[config.mk]
export PLATFORM = sky130hd
export DESIGN_NAME = tone_burst_tx
export DESIGN_NICKNAME = d
export VERILOG_FILES = /design/src/rtl/tone_pkg.sv /design/src/rtl/sine_quarter_lut.sv /design/src/rtl/tone_burst_tx.sv
export SDC_FILE = /design/constraint.sdc
export NUM_CORES = 1
export LEC_CHECK = 0
export CELL_PAD_IN_SITES_DETAIL_PLACEMENT = 0
export CELL_PAD_IN_SITES_GLOBAL_PLACEMENT = 1
export CORE_MARGIN = 8
export CORE_UTILIZATION = 41
export CTS_BUF_LIST = sky130_fd_sc_hd__clkbuf_8 sky130_fd_sc_hd__clkbuf_16
export DETAILED_ROUTE_END_ITERATION = 10
export GPL_TIMING_DRIVEN = 0
export PLACE_DENSITY = 0.77
export SLEW_MARGIN = 0
export SYNTH_ARGS = -nofsm -noshare
export SYNTH_HDL_FRONTEND = slang
export SYNTH_HIERARCHICAL = 1
export SYNTH_SLANG_ARGS = --single-unit
export TNS_END_PERCENT = 20
[constraint.sdc]
create_clock -name clk -period 3.6 [get_ports clk]
set_input_delay 0.72 -clock clk [delete_from_list [all_inputs] [get_ports clk]]
set_output_delay 0.72 -clock clk [all_outputs]
set_load 0.03 [all_outputs]
[src/rtl/tone_pkg.sv]
// rtl/tone_pkg.sv - shared widths, FSM state type and quarter-wave table builder
// Contents: default parameter values, tone_state_t, quarter_sine_entry().
package tone_pkg;

    localparam int PHASE_W_DEF = 24;
    localparam int LUT_AW_DEF  = 6;
    localparam int OUT_W_DEF   = 8;
    localparam int CNT_W_DEF   = 16;

    localparam real TONE_PI = 3.14159265358979323846;

    typedef enum logic [1:0] {
        IDLE  = 2'd0,
        RUN   = 2'd1,
        DRAIN = 2'd2
    } tone_state_t;

    // Entry i of the first quadrant, sampled at the half-step (i+0.5) so the
    // four quadrants mirror onto each other exactly and no entry is zero.
    // Taylor series keeps this usable as an elaboration-time constant.
    function automatic int quarter_sine_entry(input int i, input int out_w, input int lut_aw);
        real x;
        real term;
        real sum;
        real amp;
        x    = 2.0 * TONE_PI * (real'(i) + 0.5) / real'(2 ** (lut_aw + 2));
        term = x;
        sum  = x;
        for (int k = 1; k < 12; k++) begin
            term = -term * x * x / real'((2 * k) * (2 * k + 1));
            sum  = sum + term;
        end
        amp = real'((2 ** (out_w - 1)) - 1);
        return $rtoi(amp * sum + 0.5);
    endfunction

endpackage

[src/rtl/sine_quarter_lut.sv]
// rtl/sine_quarter_lut.sv - registered quadrant fold, quarter-wave table, negate and attenuate
// Ports: clk, rst (async, active-high); phase = top LUT_AW+2 phase bits;
//        phase_valid qualifies phase; atten = arithmetic right shift;
//        sample = registered signed result, zero when phase_valid was low.
module sine_quarter_lut
    import tone_pkg::*;
#(
    parameter int LUT_AW = LUT_AW_DEF,
    parameter int OUT_W  = OUT_W_DEF
) (
    input  logic                    clk,
    input  logic                    rst,
    input  logic [LUT_AW+1:0]       phase,
    input  logic                    phase_valid,
    input  logic [2:0]              atten,
    output logic signed [OUT_W-1:0] sample
);

    localparam int DEPTH = 2 ** LUT_AW;

    logic [OUT_W-2:0] rom [DEPTH];

    for (genvar g = 0; g < DEPTH; g++) begin : g_rom
        localparam int ENTRY = quarter_sine_entry(g, OUT_W, LUT_AW);
        assign rom[g] = ENTRY[OUT_W-2:0];
    end

    logic [1:0]              quad;
    logic [LUT_AW-1:0]       idx;
    logic [OUT_W-2:0]        mag;
    logic signed [OUT_W-1:0] val;
    logic signed [OUT_W-1:0] shifted;

    always_comb begin
        quad = phase[LUT_AW+1:LUT_AW];
        idx  = phase[LUT_AW-1:0];
        // Odd quadrants run the table backwards; upper half-cycle is negative.
        if (quad[0]) begin
            idx = ~idx;
        end
        mag     = rom[idx];
        val     = quad[1] ? -$signed({1'b0, mag}) : $signed({1'b0, mag});
        shifted = val >>> atten;
    end

    always_ff @(posedge clk or posedge rst) begin
        if (rst) begin
            sample <= '0;
        end else begin
            sample <= phase_valid ? shifted : '0;
        end
    end

endmodule

[src/rtl/tone_burst_tx.sv]
// rtl/tone_burst_tx.sv - gated NCO sine burst transmitter with start/busy/done handshake
// Ports: clk, rst (async, active-high); start/ftw/cycles/atten request a burst;
//        busy/done handshake; sample/sample_valid stream; wrap marks the
//        sample whose phase increment carries out.
module tone_burst_tx
    import tone_pkg::*;
#(
    parameter int PHASE_W = PHASE_W_DEF,
    parameter int LUT_AW  = LUT_AW_DEF,
    parameter int OUT_W   = OUT_W_DEF,
    parameter int CNT_W   = CNT_W_DEF
) (
    input  logic                    clk,
    input  logic                    rst,
    input  logic                    start,
    input  logic [PHASE_W-1:0]      ftw,
    input  logic [CNT_W-1:0]        cycles,
    input  logic [2:0]              atten,
    output logic                    busy,
    output logic                    done,
    output logic signed [OUT_W-1:0] sample,
    output logic                    sample_valid,
    output logic                    wrap
);

    tone_state_t state;
    tone_state_t state_nx;

    logic [PHASE_W-1:0] phase;
    logic [PHASE_W-1:0] ftw_q;
    logic [CNT_W-1:0]   cnt;
    logic [CNT_W-1:0]   cnt_inc;
    logic [CNT_W-1:0]   cycles_q;
    logic [2:0]         atten_q;
    logic               reject_q;

    // Pipeline stage feeding the table, then the stage aligned with the sample.
    logic [LUT_AW+1:0]  lut_phase;
    logic               lut_phase_valid;
    logic               lut_wrap;
    logic               out_valid;
    logic               out_wrap;

    logic [PHASE_W:0]   phase_sum;
    logic               carry;
    logic               accept;
    logic               zero_req;
    logic               last_step;
    logic               flushed;

    always_comb begin
        phase_sum = {1'b0, phase} + {1'b0, ftw_q};
        carry     = phase_sum[PHASE_W];
        cnt_inc   = cnt + CNT_W'(1);
        // A rejected request is answered with done; that cycle does not accept.
        accept    = (state == IDLE) && start && !reject_q;
        zero_req  = (cycles == '0) || (ftw == '0);
        last_step = carry && (cnt_inc == cycles_q);
        flushed   = !lut_phase_valid && !out_valid;
    end

    always_ff @(posedge clk or posedge rst) begin
        if (rst) begin
            state <= IDLE;
        end else begin
            state <= state_nx;
        end
    end

    // DRAIN holds until both pipeline stages are empty, so done lands in the
    // cycle right after the last sample while the FSM is still out of IDLE.
    always_comb begin
        state_nx = state;
        busy     = 1'b0;
        done     = reject_q;
        case (state)
            IDLE: begin
                if (accept && !zero_req) begin
                    state_nx = RUN;
                end
            end
            RUN: begin
                busy = 1'b1;
                if (last_step) begin
                    state_nx = DRAIN;
                end
            end
            DRAIN: begin
                if (flushed) begin
                    done     = 1'b1;
                    state_nx = IDLE;
                end else begin
                    busy = 1'b1;
                end
            end
            default: begin
                state_nx = IDLE;
            end
        endcase
    end

    always_ff @(posedge clk or posedge rst) begin
        if (rst) begin
            phase           <= '0;
            ftw_q           <= '0;
            cnt             <= '0;
            cycles_q        <= '0;
            atten_q         <= '0;
            reject_q        <= 1'b0;
            lut_phase       <= '0;
            lut_phase_valid <= 1'b0;
            lut_wrap        <= 1'b0;
            out_valid       <= 1'b0;
            out_wrap        <= 1'b0;
        end else begin
            reject_q        <= accept && zero_req;
            lut_phase_valid <= 1'b0;
            lut_wrap        <= 1'b0;
            if (accept) begin
                ftw_q    <= ftw;
                cycles_q <= cycles;
                atten_q  <= atten;
                phase    <= '0;
                cnt      <= '0;
            end else if (state == RUN) begin
                lut_phase       <= phase[PHASE_W-1 -: LUT_AW+2];
                lut_phase_valid <= 1'b1;
                lut_wrap        <= carry;
                phase           <= phase_sum[PHASE_W-1:0];
                if (carry) begin
                    cnt <= cnt_inc;
                end
            end
            out_valid <= lut_phase_valid;
            out_wrap  <= lut_wrap;
        end
    end

    sine_quarter_lut #(
        .LUT_AW (LUT_AW),
        .OUT_W  (OUT_W)
    ) u_lut (
        .clk         (clk),
        .rst         (rst),
        .phase       (lut_phase),
        .phase_valid (lut_phase_valid),
        .atten       (atten_q),
        .sample      (sample)
    );

    assign sample_valid = out_valid;
    assign wrap         = out_wrap;

endmodule
=== Word level (Yosys, flattened, before mapping) ===
Memory sizes are Yosys's and may differ from the RTL's.
Index checks and enable logic that the tools add are counted.

* Bits in registers: 106
* Bits in latches: 0
* RAM bits: 0
* Memory bits (read-only): 448
* Output and inout port bits: 12
* Memories kept: 1

* Add/subtract/negate cells: 3
* $mul: 0
* Divide/modulo/power cells: 0
* Magnitude comparators: 1
* Eq/ne operators: 6
* Shift-type cells: 1
* Muxes and demuxes: 22
* Bitwise operators: 3
* Reductions and logical operators: 19

{| class="wikitable"
|+ Memories
! memory !! words !! width !! rd ports !! clocked after memory_dff !! wr ports !! line !! text
|-
| (no name shown) || 64 || 7 || 1 || 0 || 0 || sine_quarter_lut.sv:41 || <nowiki>mag = rom[idx];</nowiki>
|}

{| class="wikitable"
|+ Operator list
! operator !! count
|-
| 16-bit two-way mux || 3
|-
| 24-bit two-way mux || 2
|-
| 24-bit by 24-bit adder with 25-bit output || 1
|-
| 24-bit logical NOT || 1
|-
| 16-bit by 1-bit adder with 16-bit output, second input constant || 1
|-
| 16-bit == test || 1
|-
| 16-bit logical NOT || 1
|-
| 8-bit two-way mux || 2
|-
| 7-bit two-way mux || 2
|-
| 7-bit negator with 8-bit output || 1
|-
| 8-bit by 3-bit >>> shifter with 8-bit output || 1
|-
| 7-bit greater-or-equal comparator, second input constant || 1
|-
| 1-bit two-way mux || 7
|-
| 6-bit inverter with 7-bit output || 1
|-
| 1-bit logical AND || 6
|-
| 2-bit two-way mux || 3
|-
| 6-bit two-way mux || 1
|-
| 6-bit inverter || 1
|-
| 2-bit case mux with 3 select lines || 1
|-
| 1-bit logical NOT || 4
|-
| 2-bit inequality test, second input constant || 2
|-
| 2-bit AND reduction || 2
|-
| 2-bit nonzero test || 2
|-
| 3-bit AND reduction || 1
|-
| 7 further kinds || 7
|}

=== Longest topological paths before layout ===
* Word-level depth: 10
* Mapped depth: 19
* Mapped depth without buffers: 16

=== By module ===
Netlist, hierarchy kept.

{| class="wikitable"
|+ By module, submodules not included
! module !! times used !! cells an instance !! area each (um2)
|-
| tone_burst_tx || 1 || 661 || 5853.1
|-
| sine_quarter_lut || 1 || 287 || 2199.6
|}

=== Least setup slack after synthesis ===
Ideal clock, no wire load.

* Path kind: register to register
* From: reg lut_phase[6]
* To: reg u_lut.sample[3]
* Setup time: 73 ps
* Arrival time: 3577 ps
* Required time: 3527 ps
* Setup slack: -50 ps
* Stages on the path, launching flop included: 18
* Path buffers: 3
* Cells stage by stage: dfrtp_1 -> buf_2 -> buf_6 -> buf_2 -> xor2_1 -> inv_1 -> ha_1 -> nand2_1 -> a21oi_1 -> o32a_1 -> o22ai_1 -> and2_1 -> ha_1 -> nand2b_1 -> o41ai_4 -> xnor2_1 -> mux4_2 -> a21oi_2

* Word-level cells in the longest chain between the ends: 9

{| class="wikitable"
|+ Ends and longest elaborated chain
! element !! line !! text
|-
| from (decl) || tone_burst_tx.sv:38 || <nowiki>logic [LUT_AW+1:0] lut_phase;</nowiki>
|-
| from (signal assigned) || tone_burst_tx.sv:126 || <nowiki>lut_phase <= phase[PHASE_W-1 -: LUT_AW+2];</nowiki>
|-
| 6-bit two-way mux * || sine_quarter_lut.sv:38 || <nowiki>if (quad[0]) begin</nowiki>
|-
| 6-bit inverter with 7-bit output (not written as such) * || sine_quarter_lut.sv:41 ||
|-
| memory 64 x 7 bit * || - ||
|-
| 7-bit two-way mux (not written as such) * (2 in series) || sine_quarter_lut.sv:41 ||
|-
| 7-bit negator with 8-bit output || sine_quarter_lut.sv:42 || <nowiki>val = quad[1] ? -$signed({1'b0, mag}) : $signed({1'b0, mag});</nowiki>
|-
| 8-bit two-way mux * || sine_quarter_lut.sv:42 ||
|-
| 8-bit by 3-bit >>> shifter with 8-bit output * || sine_quarter_lut.sv:43 || <nowiki>shifted = val >>> atten;</nowiki>
|-
| 8-bit two-way mux * || sine_quarter_lut.sv:50 || <nowiki>sample <= phase_valid ? shifted : '0;</nowiki>
|-
| to (signal assigned) || sine_quarter_lut.sv:50 ||
|-
| to (decl) || sine_quarter_lut.sv:16 || <nowiki>output logic signed [OUT_W-1:0] sample</nowiki>
|}

Mark *: on every way between the ends. The rest lies on a longest branch, timed or not. The select of a mux whose other input is x is not followed.
A chain may end at the register's enable or synchronous reset.

=== Worst setup path in the final report ===
* From: reg lut_phase[6]
* To: reg u_lut.sample[2]

The elaborated chain is that of the path after synthesis.

==> key figures <==
Run status
  • Status: finished, final reports clean

Worst setup path
  • WP data arrival: between 3 and 4 ns
  • Critical path capture point type: flip-flop
  • Crit-path slowest cell: dfrtp_1
  • Critical path class: reg -> reg
  • CP required: 3.85 ns
  • Worst-path cell chain: buf_6 > buf_8 > buf_12 > xor2_4 > buf_4 > ha_4 > a221o_1 > a22oi_2 > and3_4 > mux2_4 > a2111oi_4 > nor3_1 > o31a_1
  • Setup crit start kind: flip-flop
  • Worst-path maximum fanout: 10
  • Slowest cell delay on critical path: slightly below 0.4 ns

Layout
  • Most common cell after layout, fill and taps aside: nand2_1
  • Post-layout util: 0.4941
  • Sequential cell area: approximately 2700 um2
  • Most frequent cells in the layout: 169 x nand2_1, 105 x dfrtp_1, 57 x clkdlybuf4s50_1, 53 x a21oi_1, 51 x nor2_1
  • FILL cells: approximately 1.9k
  • Design area: about 9600 um2
  • Inserted Diodes: 0
  • Layout cells sized above 1: 0.1217
  • Nets@finish: ~1.1k
  • Layout area overhead: 19.02%
  • Area of the multi-input gates: about 5200 um2

STA
  • Crit share post-route: 0.9974
  • Worst slew margin: 0.4873
  • Tightest Pin Transition: between 0.7 and 0.8 ns
  • Final setup viols: 0
  • Minimum clock period: between 3 and 4 ns
  • Worst clock skew: around 0.014 ns
  • Final slew viol count: 0
  • RSZ-0062 raised after global routing: yes
  • Final Hold Vio Count: 0
  • Max frequency: roughly 0.28 GHz

Global route
  • Vias in the first global route: 7150
  • GRT Total Usage: 0.1943
  • Pin count of the biggest net entering global routing: between 50 and 60
  • GRT overflow: 0
  • Global-route wire length before repair: 37770 um
  • Initial antenna violation count: 0

Die
  • Row Count: 51
  • Ports: between 50 and 60
  • Die X-Extent: about 160 um
  • Die height: 156.1 um
  • Full die area: between 20000 and 25000 um2
  • Core Box Area: about 19000 um2
  • Initial core utilization: 0.4151

Synth
  • Post-synthesis cell count: approximately 950
  • Post-synth cell types: just under 100
  • Post-Syn Area: 8053 um2
  • Ys flop type: dfrtp_1
  • Flops & latches, synth: about 110
  • EDFF count, synth: 0
  • Seq/Total Area, Yosys: 0.3294
  • Async S/R FF share, synth: 1.000
  • Mapped Nets: ~1.0k
  • Syn Area/Cell: between 8 and 9 um2
  • Warnings from Yosys: 6

Power and ir drop
  • Pint: ~0.005 W
  • PwrDens: just over 1000 nW/um2
  • Max rail drop VDD: about 480 uV
  • Pleak: 4.191 nW
  • Combinational Power Share: 0.688
  • P_sw: around 0.0047 W
  • Seq pwr share: 0.208
  • Sw Share: 0.4832
  • Clk pwr share: 0.104

Drt
  • Post-DRT Antenna Nets: 0
  • Drc violations: 0
  • Routed WL per cell: ~18 um
  • Initial DRT Pass Iterations: 5
  • Total Wirelength: 23280 um
  • Vias: between 7k and 8k
  • Vias/cell: around 5.7
  • Drt first-iter violations: 356

Placement
  • Port Buf Inserts: 57
  • Routability congestion estimate: between 0.9 and 1
  • Placed cell area: about 9000 um2
  • DPL Wire Length: about 17000 um

CTS
  • Worst skew pair latency: roughly 0.36 ns
  • Max Root-Sink Buffers: 2
  • CTS root buf: clkbuf_16
  • Clk sinks: 106
  • Num CTS Buffers: 9
  • Htree depth: 3
  • Worst-path clk slew: around 0.080 ns
  • CTS tree: yes

Run
  • Max-cap violations: 0

Hold path
  • Worst hold path type: reg -> reg
## critical path: cells and delay by family, from the launching register on
| kind | cells | cell delay [ns] |
|---|---|---|
| XOR/XNOR | 1 | 0.24 |
| multiplexers | 1 | 0.32 |
| AND/OR/NAND/NOR | 2 | 0.38 |
| flip-flops | 1 | 0.39 |
| adder cells (fa/ha/maj) | 1 | 0.21 |
| AO/OA/AOI/OAI | 4 | 1.35 |
| buffers and inverters | 4 | 0.61 |
## power groups by stage
stage / clock [W] / sequential, W / combinational (W)
floorplan: 0 / 0.00201 / 0.00461
global placement: 0 / 0.00204 / 0.00605
detailed placement: 0 / 0.00206 / 0.00607
CTS: 0.00104 / 0.00204 / 0.00648
global route: 0.00109 / 0.00210 / 0.00740
finish: 0.00102 / 0.00204 / 0.00673
## path summary, 6_finish.rpt
check	startpoint	to	slack (ns)	depth (start not counted)
max in group asynchronous	rst	ftw_q[2]$_DFFE_PP0P_	2.13	3
hold / removal	lut_wrap$_DFF_PP0_	wrap$_DFF_PP0_	0.36	0
hold reg to reg	lut_wrap$_DFF_PP0_	wrap$_DFF_PP0_	0.36	0
setup reg to reg	lut_phase[6]$_DFFE_PP0P_	u_lut/sample[2]$_DFF_PP0_	0.009	13
setup / recovery	lut_phase[6]$_DFFE_PP0P_	u_lut/sample[2]$_DFF_PP0_	0.009	13
min in group asynchronous	rst	u_lut/sample[2]$_DFF_PP0_	0.70	2
## logic make-up after synthesis
logic type,synth area share
AOI/OAI and AO/OA,0.2132
xor gates and xnor gates,0.04879
adders and majority gates,0.05842
buffers and inverters,0.04879
DFF,0.3294
muxes,0.04397
and+or+nand+nor,0.2575
## metal layers
metal | wire (um) | track usage
met1 | 10800 | 0.2612
met2 | 10860 | 0.3141
met3 | 1096 | 0.02770
met4 | 519 | 0.06636
met5 | 0 | 0
## cell type report
cell class,instances,area share
clock buffers,9,0.02350
plain buffers,58,0.03290
clock inverters,7,0.008616
well taps,265,0.03460
repair buffers,71,0.07258
flip-flops and latches,106,0.2769
multi-input cells,756,0.5397
inverters,28,0.01123
## cell usage after synthesis, drive strengths merged (5+ instances only)
master	number	area (um2)
ha	36	450.4
o31ai	6	50.05
nand3b	6	45.04
a211oi	7	52.55
xnor2	25	226.5
a21oi	56	299.0
xor2	19	166.4
a22oi	6	55.05
nor2	52	197.7
o21a	16	120.1
nand2b	25	156.4
and2	7	43.79
a31oi	14	87.58
nand4	10	77.57
and3	8	50.05
dfrtp	106	2653
o211ai	12	90.09
clkbuf	27	101.4
nor4	22	152.7
o21bai	5	37.54
o211a	5	50.05
nand2	170	640.6
nor2b	15	101.3
nand3	25	130.1
or3	9	56.30
mux2	13	146.4
inv	28	105.1
a21o	12	90.09
nor3	30	150.1
and4	6	52.55
buf	31	186.4
o22ai	12	88.84
o21ai	37	185.2
mux2i	14	140.1
## state kept, by name, summed over array words and instances (netlist names), 2 cells and up
signal	count
ftw_q	24
phase	24
cnt	16
cycles_q	16
lut_phase	8
u_lut/sample	8
atten_q	3
state	2
## timing repair
action | 4_1_cts | 5_1_grt
endpoints found under the setup margin | 8 | 7
buffers inserted | 8 | 5
resized for setup | 24 | 13
pin swaps | 10 | 9
hold buffers | 0 | 0
## per-stage QoR
| step | setup WS, ns | power, W | hold WS [ns] | TNS [ns] | cells |
|---|---|---|---|---|---|
| 6_report | 0.009206 | 0.009793 | 0.3598 | 0 | 1300 |
| 5_1_grt | -0.1221 | 0.01059 | 0.3620 | -0.5035 | 1300 |
| 4_1_cts | 0.006047 | 0.009555 | 0.3589 | 0 | 1295 |
| 3_5_place_dp | -0.7038 | 0.008124 | 0.3472 | -4.360 | 1271 |
| 3_3_place_gp | -1.285 | 0.008094 | 0.3357 | -128.99 | 1270 |
| 2_1_floorplan | 0.02650 | 0.006622 | 0.3312 | 0 | 948 |
Power figures use the tool's default switching activity.
==> RTL change 1 (same flow settings) <==
Change the package constant `OUT_W_DEF` from 8 to 12.
--- a/src/rtl/tone_pkg.sv
+++ b/src/rtl/tone_pkg.sv
@@ -5,5 +5,5 @@
     localparam int PHASE_W_DEF = 24;
     localparam int LUT_AW_DEF  = 6;
-    localparam int OUT_W_DEF   = 8;
+    localparam int OUT_W_DEF   = 12;
     localparam int CNT_W_DEF   = 16;
 
Interface: changed (resized sample); port bits go from 58 to 62. No check against the original RTL was run, so the function may have changed too.
==> RTL change 1 against the unedited design <==
  * The flow now finishes with violations (setup timing)
  * Cell area rose by 17%
  * Worst setup slack got worse by 730 ps
  * Routed wire length rose by 37%
  * Sequential cell count rose by 4
  * Utilization rose by 0.62 points
  * Critical path type unchanged
  * Synthesized area rose by 16%
  * Highest routed layer unchanged
Power is not shown: default switching activity piles up to over one toggle a cycle in this logic, so the estimate is an artifact.
==> RTL change 1: results (changes against the unedited design) <==
[outcome]
violations = setup timing
run_status = complete, but fails checks  ; was finished clean

[synth]
synth.lib_cells_used.distinct = 95  ; was 97
yosys_warnings = 6  ; unchanged
async_reset_ff_share_pct = 100  ; unchanged
synth-seq-area-share_pct = 29.5  ; was 32.9%
netlist_top_cells_count = 197 x nand2_1, 110 x dfrtp_1, 89 x nor2_1  ; was 169 x nand2_1, 106 x dfrtp_1, 53 x a21oi_1
synth-main-ff-cell = dfrtp_1  ; unchanged
synth_nets = 1250  ; was 1031
synth.top_cells.by_area = dfrtp_1 30%, nand2_1 7.9%, ha_1 5.1%  ; was dfrtp_1 33%, nand2_1 7.9%, ha_1 5.6%

[finish]
num_antenna_cells = 0  ; unchanged
post_route_cells_drive_above_1_share_pct = 14.2  ; was 12.2%
fin_nets = 1352  ; was 1113

[placed_design]
gp_routability_congestion = 1.05  ; was 0.908
detailedPlacementHpwl_um = 23300  ; was 17300 um
place_worst_setup_slack_ps = -1810  ; was -704 ps
place.port_buffers = 61  ; was 57

[timing]
worst_slack_ps = -716  ; was 9.21 ps
finalClockSkew_ps = 16.7  ; was 14.2 ps
setup_viol_count_final = 12  ; was 0
tightestPinTransition_ps = 808  ; was 769 ps
finalSetupTns_ps = -7070  ; was 0 ps

[global_routing]
wire_length_of_the_first_global_routing_pass_um = 51200  ; was 37800 um
grt_antenna_before_repair = 0  ; unchanged
grt_pass1_vias = 9236  ; was 7150
grt_usage_pct = 22.9  ; was 19.4%
maximum_number_of_pins_on_one_net_before_global_route_repair = 73  ; was 59

[detailed_routing]
drc = 0  ; unchanged
drtPass1Iterations = 5  ; unchanged
vias = 9308  ; was 7396
detail_route.wl_per_cell_um = 20.6  ; was 17.9 um
postRouteAntennaNets = 0  ; unchanged
drtIter0Drc = 653  ; was 356

[clock_network]
depth_of_the_cts_h_tree = 3  ; unchanged
cts_root_buffer = clkbuf_16  ; unchanged
clock_path_buffers = 2  ; unchanged
cts_inserted_buffers = 9  ; unchanged

[worst_setup_path]
timing.critical_path.fanout_max = 10  ; unchanged
worstPathArrival_ps = 4540  ; was 3840 ps

[min_path]
hold_class = reg2reg  ; unchanged

[job]
max_cap_violations = 0  ; unchanged

## RTL change 1: cell count changes after synthesis, sizes merged, moves of 13 or more
| cell | change |
|---|---|
| mux2i | +17 |
| xnor2 | +13 |
| a21oi | +14 |
| o21ai | +18 |
| nand2 | +29 |
| clkbuf | +19 |
| nor2 | +37 |
## RTL change 1: what timing repair did
item                       4_1_cts  5_1_grt
pin swaps                       18       23
setup endpoints to repair       12       12
buffers inserted                25       10
resized for setup               48       30
cloned                           0        0
## RTL change 1: cell families (layout without fill, tap and decap cells)
kind of cell             after synthesis  count (layout)  synth area share, %
AO/OA/AOI/OAI                        304             304                 22.7
XOR/XNOR                              61              61                 5.81
adder cells (fa/ha/maj)               39              39                 5.32
buffers and inverters                119             226                 5.98
flip-flops                           110             110                 29.5
AND/OR/NAND/NOR                      486             486                 25.4
multiplexers                          46              46                 5.26
## RTL change 1: worst paths after layout
kind,startpoint,endpoint,slack [ps],depth (start not counted)
min in group asynchronous,rst,cnt[7]$_DFFE_PP0P_,720,2
max in group asynchronous,rst,lut_phase[6]$_DFFE_PP0P_,2210,3
min,lut_wrap$_DFF_PP0_,wrap$_DFF_PP0_,360,0
max reg2reg,lut_phase[0]$_DFFE_PP0P_,u_lut/sample[5]$_DFF_PP0_,-720,16
min reg2reg,lut_wrap$_DFF_PP0_,wrap$_DFF_PP0_,360,0
max,lut_phase[0]$_DFFE_PP0P_,u_lut/sample[5]$_DFF_PP0_,-720,16
## RTL change 1: layout make-up
| cell class | instances | area, um2 |
|---|---|---|
| Clock buffer | 9 | 225 |
| Sequential cell | 110 | 2750 |
| Clock inverter | 7 | 57.6 |
| Tap cell | 285 | 357 |
| Multi-Input combinational cell | 936 | 6350 |
| Inverter | 31 | 128 |
| Fill cell | 2216 | 11200 |
| Buffer | 83 | 489 |
| Timing Repair Buffer | 96 | 901 |
## RTL change 1: through the flow
step                area [um2]  instances
global placement         10400       1511
global route             11300       1557
detailed placement       10400       1512
floorplan                 9430       1165
finish                   11300       1557
CTS                      11000       1547
## RTL change 1: worst max-delay path: stages, from the launching register on
cell      delay (ps)
dfrtp_1          390
clkbuf_2         300
clkbuf_8         260
xor2_4           290
ha_4             190
buf_4            160
nand2b_1         140
a32o_1           170
o21ai_1          120
a211o_1          350
or4b_4           520
buf_8            140
o41ai_4          370
xor2_2           250
nor2_1            90
o31ai_2          280
o32ai_1          150
## RTL change 1: routing by layer
| metal | share of wire [%] | wire [um] | GRT usage (%) |
|---|---|---|---|
| met1 | 43 | 13700 | 29.5 |
| met3 | 6.9 | 2210 | 3.64 |
| met4 | 5.0 | 1600 | 12.2 |
| met5 | 0 | 0 | 0 |
| met2 | 45 | 14500 | 36.5 |
==> RTL change 2 (config.mk and constraints unchanged) <==
Made on the original files. Register the inputs `start`, `ftw`, `cycles` and `atten` before use, without a reset. The logic sees them one clock later. Comments in the files are not updated.
--- a/src/rtl/tone_burst_tx.sv
+++ b/src/rtl/tone_burst_tx.sv
@@ -23,4 +23,16 @@
     output logic                    wrap
 );
+
+    logic start_q;
+    logic [PHASE_W-1:0] ftw_r;
+    logic [CNT_W-1:0] cycles_r;
+    logic [2:0] atten_r;
+
+    always_ff @(posedge clk) begin
+        start_q  <= start;
+        ftw_r    <= ftw;
+        cycles_r <= cycles;
+        atten_r  <= atten;
+    end
 
     tone_state_t state;
@@ -54,6 +66,6 @@
         cnt_inc   = cnt + CNT_W'(1);
         // A rejected request is answered with done; that cycle does not accept.
-        accept    = (state == IDLE) && start && !reject_q;
-        zero_req  = (cycles == '0) || (ftw == '0);
+        accept    = (state == IDLE) && start_q && !reject_q;
+        zero_req  = (cycles_r == '0) || (ftw_r == '0);
         last_step = carry && (cnt_inc == cycles_q);
         flushed   = !lut_phase_valid && !out_valid;
@@ -118,7 +130,7 @@
             lut_wrap        <= 1'b0;
             if (accept) begin
-                ftw_q    <= ftw;
-                cycles_q <= cycles;
-                atten_q  <= atten;
+                ftw_q    <= ftw_r;
+                cycles_q <= cycles_r;
+                atten_q  <= atten_r;
                 phase    <= '0;
                 cnt      <= '0;
Formal check against the unedited RTL: not equivalent (a bounded check fails within 4 cycles, from zero or initial values and one cycle with rst high).
==> RTL change 2 against the unedited design <==
  * Sequential cell count grew 44
  * Clock skew fell by 0.71 ps
  * Sequential share of layout area grew 5.8 points
  * Synthesized cell count increased by 0.21%
  * Total power grew 11%
  * Worst setup slack gained 92 ps
  * Largest power group unchanged
  * Utilization up 1.1 points
  * Maximum frequency rose by 2.6%
  * Cell area up 10%
  * Routed wire length fell by 6.6%
  * Synthesized area is 7.4% higher
==> RTL change 2: results (changes against the unedited design) <==
[finish]
non_clock_buffer_area_share_pct = 10.5  ; about the same
final.signal_inverter_count = 26  ; was 28
fill_cells = 1973  ; was 1909
area_of_combinational_cells_with_multiple_inputs_um2 = 4890  ; was 5170 um2
seqAreaFraction_pct = 33.5  ; was 27.7%
clkCellAreaFrac_pct = 5.41  ; was 3.21%
n_all_buffers = 137  ; was 129
fin_nets = 1135  ; was 1113
multi_input_gates = 717  ; was 756
reg.largest.list = ftw_q (24), ftw_r (24), phase (24)  ; was ftw_q (24), phase (24)
post_route_cells_drive_above_1_share_pct = 13.9  ; was 12.2%

[detailed_routing]
wl_met3_um = 824  ; was 1100 um
vias = 7211  ; was 7396
drtIter0Drc = 411  ; was 356
detail_route.wirelength.met1_um = 10300  ; was 10800 um
detail_route.wl_per_cell_um = 16.3  ; was 17.9 um
route.met2.wl_um = 10200  ; was 10900 um
finalWirelength_um = 21700  ; was 23300 um

[worst_setup_path]
r2r.worst_path.cells = 16  ; was 13
worstPathArrival_ps = 3800  ; was 3840 ps
timing.reg2reg.setup_slack_ps = 100  ; was 9 ps
timing.setup.critical_path_class = reg2reg  ; unchanged

[placed_design]
gp_routability_congestion = 0.894  ; was 0.908
dpl-instance-area_um2 = 9630  ; was 8990 um2
placed_cells = 1283  ; was 1271
detailedPlacementHpwl_um = 15900  ; was 17300 um
place_worst_setup_slack_ps = -556  ; was -704 ps

[synth]
synth.lib_cells_used.distinct = 88  ; was 97
compound_gate_portion_of_the_synthesized_area_pct = 17.6  ; was 21.3%
async_reset_ff_share_pct = 70.7  ; was 100%
synthXorXnorAreaFrac_pct = 4.86  ; was 4.88%
synth-seq-area-share_pct = 40.8  ; was 32.9%
synthMuxAreaShare_pct = 4.40  ; about the same
synth_cells = 950  ; was 948
synth-adder-area-share_pct = 5.87  ; was 5.84%
synth_nets = 1036  ; was 1031

[clock_network]
depth_of_the_cts_h_tree = 4  ; was 3
cts.repair.resized = 26  ; was 24
post-cts-setup-buffers = 11  ; was 8
worstSkewPairLatency_ps = 420  ; was 360 ps

[global_routing]
grt_pass1_vias = 7103  ; was 7150
maximum_number_of_pins_on_one_net_before_global_route_repair = 72  ; was 59

[timing]
holdWs_ps = 349  ; was 360 ps
maxSlewHeadroom_pct = 43.8  ; was 48.7%
finalClockSkew_ps = 13.5  ; was 14.2 ps
final.period_utilization_pct = 97.2  ; was 99.7%

[floorplan]
dieWidth_um = 161  ; was 156 um

[power]
swShare_pct = 43.9  ; was 48.3%
leakage_component_of_the_power_nw = 4.74  ; was 4.19 nW
vdd_ir_drop_max_mv = 0.438  ; was 0.479 mV

[outcome]
run_status = finished clean  ; unchanged

## RTL change 2: cell count changes after synthesis, moves of 8 or more
cell	before	now
dfxtp_1	0	44
a21oi_1	53	36
nor3_1	30	14
nor2_1	51	61
mux2i_1	14	23
nand2b_1	25	16
nor2b_1	14	22
## RTL change 2: per-layer routing
| layer | track usage [%] | up-vias |
|---|---|---|
| met5 | 0 | - |
| met4 | 5.77 | 0 |
| met3 | 2.65 | 32 |
| met2 | 27.2 | 174 |
| met1 | 22.5 | 3412 |
| li1 | - | 3593 |
## RTL change 2: power groups by stage
| stage | Sequential [mW] | Combinational, mW | Clock (mW) |
|---|---|---|---|
| after global routing | 2.59 | 7.31 | 1.82 |
| after floorplan | 2.52 | 4.43 | 0 |
| after global placement | 2.54 | 5.78 | 0 |
| after detailed placement | 2.55 | 5.81 | 0 |
| final | 2.52 | 6.66 | 1.71 |
| after CTS | 2.52 | 6.28 | 1.75 |
